==> src/rtl/fp_mult_arbiter.sv <==
// fp_mult_arbiter: shares one pipelined single-precision multiplier among
// N_REQ requesters. Round-robin grant (one per cycle), requester ID carried
// through a tag pipe alongside the multiplier, one-hot response strobe.
// Optional statistics outputs are enabled by defining FPMA_STATS_EN.
// fp_mult (below) is the shared multiplier: truncating IEEE-754 single
// multiply, subnormals flushed to +0, registered operands and result.

module fp_mult_arbiter #(
  parameter int N_REQ    = 4,   // 2..16
  parameter int MULT_LAT = 1,   // >= 1
  localparam int IDW     = $clog2(N_REQ)
) (
  input  logic                 clk,
  input  logic                 rst,
  input  logic                 hold,
  input  logic [N_REQ-1:0]     req_valid,
  output logic [N_REQ-1:0]     req_ready,
  input  logic [N_REQ*32-1:0]  req_a,
  input  logic [N_REQ*32-1:0]  req_b,
  output logic [N_REQ-1:0]     rsp_valid,
  output logic [31:0]          rsp_result,
  output logic [IDW-1:0]       rsp_id,
  output logic                 busy
`ifdef FPMA_STATS_EN
  ,
  output logic [31:0]          stat_ops,
  output logic [31:0]          stat_conflict
`endif
);

  logic [IDW-1:0] ptr;
  logic [IDW-1:0] grant;
  logic [IDW-1:0] ptr_next;
  logic           found;
  logic           transfer;
  logic [31:0]    sel_a;
  logic [31:0]    sel_b;
  logic [31:0]    mult_result;
  logic           mult_rst;

  logic           tag_valid [MULT_LAT+1];
  logic [IDW-1:0] tag_id    [MULT_LAT+1];
  logic           in_flight;

  function automatic int wrap_idx(input int i);
    return (i >= N_REQ) ? i - N_REQ : i;
  endfunction

  function automatic logic [N_REQ-1:0] onehot(input logic [IDW-1:0] id);
    logic [N_REQ-1:0] v;
    v     = '0;
    v[id] = 1'b1;
    return v;
  endfunction

  // Round-robin search: first valid requester at or after ptr, wrapping.
  always_comb begin
    // NOTE: defaults first so every path assigns every output (no latch).
    grant = '0;
    found = 1'b0;
    for (int off = 0; off < N_REQ; off++) begin
      if (!found && req_valid[wrap_idx(int'(ptr) + off)]) begin
        found = 1'b1;
        grant = IDW'(wrap_idx(int'(ptr) + off));
      end
    end
  end

  // A grant is only offered out of reset, not on hold, with someone asking;
  // the search then always lands on a valid requester, so offer == transfer.
  assign transfer  = rst && !hold && found;
  assign req_ready = transfer ? onehot(grant) : '0;
  assign ptr_next  = (int'(grant) == N_REQ - 1) ? '0 : grant + 1'b1;
  assign sel_a     = req_a[32*grant +: 32];
  assign sel_b     = req_b[32*grant +: 32];
  assign mult_rst  = ~rst;

  // Pointer and ID tag pipe; the tag pipe runs in lockstep with the multiplier.
  always_ff @(posedge clk or negedge rst) begin
    if (!rst) begin
      ptr <= '0;
      // NOTE: tag stages are reset, not just their data, so ops in flight
      // at reset are dropped and never raise rsp_valid.
      for (int i = 0; i <= MULT_LAT; i++) begin
        tag_valid[i] <= 1'b0;
        tag_id[i]    <= '0;
      end
      busy <= 1'b0;
    end else begin
      if (transfer) ptr <= ptr_next;
      tag_valid[0] <= transfer;
      tag_id[0]    <= grant;
      for (int i = 1; i <= MULT_LAT; i++) begin
        tag_valid[i] <= tag_valid[i-1];
        tag_id[i]    <= tag_id[i-1];
      end
      busy <= transfer | in_flight;
    end
  end

  // Stages 0..MULT_LAT-1 are the ones that stay in the pipe after this edge.
  always_comb begin
    in_flight = 1'b0;
    for (int i = 0; i < MULT_LAT; i++) in_flight = in_flight | tag_valid[i];
  end

  // Response register: strobe one-hot, data holds when nothing returns.
  always_ff @(posedge clk or negedge rst) begin
    if (!rst) begin
      rsp_valid  <= '0;
      rsp_result <= '0;
      rsp_id     <= '0;
    end else begin
      rsp_valid <= tag_valid[MULT_LAT] ? onehot(tag_id[MULT_LAT]) : '0;
      if (tag_valid[MULT_LAT]) begin
        rsp_result <= mult_result;
        rsp_id     <= tag_id[MULT_LAT];
      end
    end
  end

  fp_mult #(.LAT(MULT_LAT)) u_fp_mult (
    .clk    (clk),
    .rst    (mult_rst),
    .load   (transfer),
    .a      (sel_a),
    .b      (sel_b),
    .result (mult_result)
  );

`ifdef FPMA_STATS_EN
  int n_valid;

  // Count of requesters asking this cycle, for conflict statistics.
  always_comb begin
    n_valid = 0;
    for (int i = 0; i < N_REQ; i++) n_valid = n_valid + int'(req_valid[i]);
  end

  // Transfer and conflict counters, free-running modulo 2^32.
  always_ff @(posedge clk or negedge rst) begin
    if (!rst) begin
      stat_ops      <= '0;
      stat_conflict <= '0;
    end else begin
      if (transfer) stat_ops <= stat_ops + 32'd1;
      if (!hold && n_valid >= 2) stat_conflict <= stat_conflict + 32'd1;
    end
  end
`endif

endmodule

// Shared multiplier: operand regs m/q load on 'load', result appears LAT
// edges after the operand edge. Active-high asynchronous reset.
module fp_mult #(
  parameter int LAT = 1
) (
  input  logic        clk,
  input  logic        rst,
  input  logic        load,
  input  logic [31:0] a,
  input  logic [31:0] b,
  output logic [31:0] result
);

  logic [31:0] m;
  logic [31:0] q;
  logic [31:0] prod;
  logic [31:0] stage [LAT];

  // Truncating single multiply. NaN in, or inf*0, gives the canonical NaN;
  // zero/subnormal operands and underflow give +0; overflow gives +-inf.
  function automatic logic [31:0] fmul(input logic [31:0] x, input logic [31:0] y);
    logic              sgn;
    logic              x_zero, y_zero, x_inf, y_inf, x_nan, y_nan;
    logic [47:0]       p;
    logic signed [9:0] e;
    logic [22:0]       frac;
    sgn    = x[31] ^ y[31];
    x_zero = (x[30:23] == 8'h00);
    y_zero = (y[30:23] == 8'h00);
    x_inf  = (x[30:23] == 8'hFF) && (x[22:0] == '0);
    y_inf  = (y[30:23] == 8'hFF) && (y[22:0] == '0);
    x_nan  = (x[30:23] == 8'hFF) && (x[22:0] != '0);
    y_nan  = (y[30:23] == 8'hFF) && (y[22:0] != '0);
    p      = 48'({1'b1, x[22:0]}) * 48'({1'b1, y[22:0]});
    e      = $signed({2'b00, x[30:23]}) + $signed({2'b00, y[30:23]})
           + $signed({9'd0, p[47]}) - 10'sd127;
    frac   = p[47] ? p[46:24] : p[45:23];
    if (x_nan || y_nan || (x_inf && y_zero) || (y_inf && x_zero))
      return 32'h7FC0_0000;
    else if (x_inf || y_inf)
      return {sgn, 8'hFF, 23'd0};
    else if (x_zero || y_zero)
      return 32'h0000_0000;
    else if (e >= 10'sd255)
      return {sgn, 8'hFF, 23'd0};
    else if (e <= 10'sd0)
      return 32'h0000_0000;
    else
      return {sgn, e[7:0], frac};
  endfunction

  // Operand registers hold between issues.
  always_ff @(posedge clk or posedge rst) begin
    if (rst) begin
      m <= '0;
      q <= '0;
    end else if (load) begin
      m <= a;
      q <= b;
    end
  end

  // Combinational product of the registered operands.
  always_comb prod = fmul(m, q);

  // Result pipe; the last stage is the result register.
  always_ff @(posedge clk or posedge rst) begin
    if (rst) begin
      for (int i = 0; i < LAT; i++) stage[i] <= '0;
    end else begin
      stage[0] <= prod;
      for (int i = 1; i < LAT; i++) stage[i] <= stage[i-1];
    end
  end

  assign result = stage[LAT-1];

endmodule

==> config.mk <==
export PLATFORM = sky130hd
export DESIGN_NAME = fp_mult_arbiter
export DESIGN_NICKNAME = d
export VERILOG_FILES = /design/src/rtl/fp_mult_arbiter.sv
export SDC_FILE = /design/constraint.sdc
export NUM_CORES = 2
export LEC_CHECK = 0
export ABC_AREA = 1
export BUFFER_PORTS_ARGS = -buffer_cell sky130_fd_sc_hd__buf_2
export CORE_ASPECT_RATIO = 0.8
export CORE_MARGIN = 2
export CORE_UTILIZATION = 40
export DETAILED_ROUTE_END_ITERATION = 10
export HOLD_SLACK_MARGIN = 0.15
export PLACE_DENSITY_LB_ADDON = 0.2
export SYNTH_ARGS = -nofsm -noshare
export SYNTH_HDL_FRONTEND = slang
export SYNTH_SLANG_ARGS = --single-unit
export TNS_END_PERCENT = 10
==> constraint.sdc <==
create_clock -name clk -period 9.3 [get_ports clk]
set_input_delay 0.93 -clock clk [delete_from_list [all_inputs] [get_ports clk]]
set_output_delay 0.93 -clock clk [all_outputs]
set_load 0.05 [all_outputs]
==> impl_metrics.toml <==
[global_routing]
grt_usage_pct = 25.2
grt-ovfl-total = 0
grt_max_degree = 113
grt_pass1_wl_um = 146000
first_global_vias = 25842
antenna_found_initial = 1

[layout]
fill_cells = 7527
syn2layout_area_growth_pct = 10.3
design_area_sq_um = 32300
drive_above_1_share_pct = 11.2
nets = 5298
n_antenna_cell = 0

[cts]
clk_path_buf_depth = 2
cts_tree = "built"
cts_hold_buf = 0
cts-htree-levels = 4
post_cts_buffers = 0
numCtsBuffers = 17
cts_root_buf = "clkbuf_16"
cts_sinks = 143
clkTransAtPathRegs_ns = 0.07
cts_resized = 0
insertion_delay_ns = 0.47

[synthesis]
syn_avg_cell_area_sq_um = 7.01
synth.area.top_cells = "fa_1 (33%), nand2_1 (20%), inv_1 (14%), dfrtp_1 (12%), ha_1 (7.8%)"
synth_async_sr_flop_share_pct = 100
syn_area_sq_um = 29300
synth_seq_cells = 143
yosys.area.top_type = "fa_1"
ys.flop_type = "dfrtp_1"
synth_nets = 5109
yosys_warnings = 0
seq_area_frac_synth_pct = 12.2
synth.top_cell.area_share_pct = 32.9
yosysUniqueCellTypes = 40
synth-edff-count = 0
postSynthCellCount = 4181

[job]
drv_cap = 0

[sta]
slew_headroom_pct = 17.6
finClkSkew_ns = 0.0169
final_hold_viol_count = 0
finalCritPeriodShare_pct = 92.7
finalSetupViolations = 0
tightestPinTransition_ns = 1.24
finalCriticalPeriod_ns = 8.62
max_freq_ghz = 0.116
rsz0062_at_grt = "false"
drv_slew = 0
final.setup.tns_ns = 0

[place]
routabilityCongestion = 0.970
place_area_sq_um = 31700
port_buffers = 305
dpl.hpwl_um = 75900

[detailed_routing]
drt-total-wl_um = 91500
drcViolationCount = 0
vias_per_cell = 4.75
vias = 25283
wl_per_cell_um = 17.2
dr.pass1.iters = 6
drtIter0Drc = 1711
route.antenna.remaining_nets = 0

[min_path]
min_from = "tag_id[2]"
hp-class = "flip-flop to flip-flop"

[die]
die_area_sq_um = 75400
core_area_sq_um = 72300
ios = 306
die-width_um = 307
start_util_pct = 40.5
rows = 88
die_height_um = 246

[worst_setup_path]
cp_num_buf_inv = 8
path_common_cell = "nand2_1"
startpoint = "u_fp_mult.m[2]"
path_class = "flip-flop to flip-flop"
cp-start-kind = "flip-flop"
crit_path_max_incr_delay_ns = 1.16
critPathSlowestCell = "dfrtp_1"
setup.worst_path.end_class = "flip-flop"
path_max_fanout = 19
crit_required_ns = 9.67
crit_family = "adder cells"
r2r-start = "u_fp_mult.m[2]"
cp.arrival_ns = 8.99

[run_status]
status = "finished, final reports clean"
[registers in the layout (all words and copies together) (netlist names), 2 cells and up]
register	count
rsp_id	2
u_fp_mult.q	32
rsp_result	32
rsp_valid	4
u_fp_mult.m	32
ptr	2
u_fp_mult.result	32
tag_id	4
[through the flow]
stage          hold slack [ns]  cells  worst slack (ns)  util [%]
5_1_grt                  0.353   5328            0.0860      44.7
2_1_floorplan            0.331   4181              1.47         -
3_5_place_dp             0.335   5296             0.375      43.8
4_1_cts                  0.343   5328             0.409      44.6
3_3_place_gp             0.332   5296             0.506      43.8
6_report                 0.349   5328             0.681      44.7
[area by class of cell]
cell class              count  area (sq um)  area share [%]
clock buffers              17           425            1.32
clock inverters            15           189           0.585
inverters                1089          4090            12.7
multi-input cells        2744         20800            64.3
flip-flops and latches    143          3590            11.1
well taps                 945          1180            3.66
repair buffers            375          2070            6.41
[cells by family (layout without fill, tap and decap cells)]
| group | count (synthesis) | count (layout) | synth area share, % |
|---|---|---|---|
| flops | 143 | 143 | 12.2 |
| simple gates | 1925 | 1925 | 26.4 |
| fa+ha+maj | 665 | 665 | 40.8 |
| compound gates | 107 | 107 | 2.01 |
| mux | 32 | 32 | 1.23 |
| buf+inv | 1294 | 1496 | 17.0 |
| xor+xnor | 15 | 15 | 0.448 |
[metal layers]
metal / part of all wire [%] / track usage (%) / routed length (um)
met1: 47 / 36.3 / 42700
met2: 42 / 37.9 / 38500
met3: 8.5 / 5.53 / 7750
met4: 2.7 / 6.92 / 2510
met5: 0 / 0 / 0
[layout by cell type (no fill, tap or decap), types with 16 or more instances in the layout]
master        n
nand3_1     127
buf_4        69
clkbuf_16    17
buf_2       304
nand2_1    1590
ha_1        183
nor4_1       16
a21oi_1      49
nor3_2       20
mux2_2       32
fa_1        482
inv_1      1084
o21ai_0      34
nor2_1      109
nand4_1      21
dfrtp_1     132
[cell usage after synthesis, drive strengths merged (3+ instances only)]
master / count
xor2: 4
nor3: 35
dfrtp: 143
nor4: 16
buf: 57
nand4: 21
mux2: 32
a21oi: 49
xnor2: 11
nand3b: 7
o21ai: 38
ha: 183
fa: 482
nor2: 112
inv: 1089
nand2: 1593
clkbuf: 148
o21a: 4
or2: 3
o21bai: 10
nand3: 133
[path summary, 6_finish.rpt]
kind	endpoint	depth (start not counted)	slack (ns)
max	u_fp_mult.result[27]	39	0.68
min	tag_id[0]	0	0.35
max reg2reg	u_fp_mult.result[27]	39	0.68
min reg2reg	tag_id[0]	0	0.35
max in group asynchronous	u_fp_mult.result[22]	2	7.90
min in group asynchronous	rsp_result[3]	1	0.36
Power is left out: the tool's default activity adds up to more than one toggle a clock period on the data nets, which glitch-free logic cannot reach.
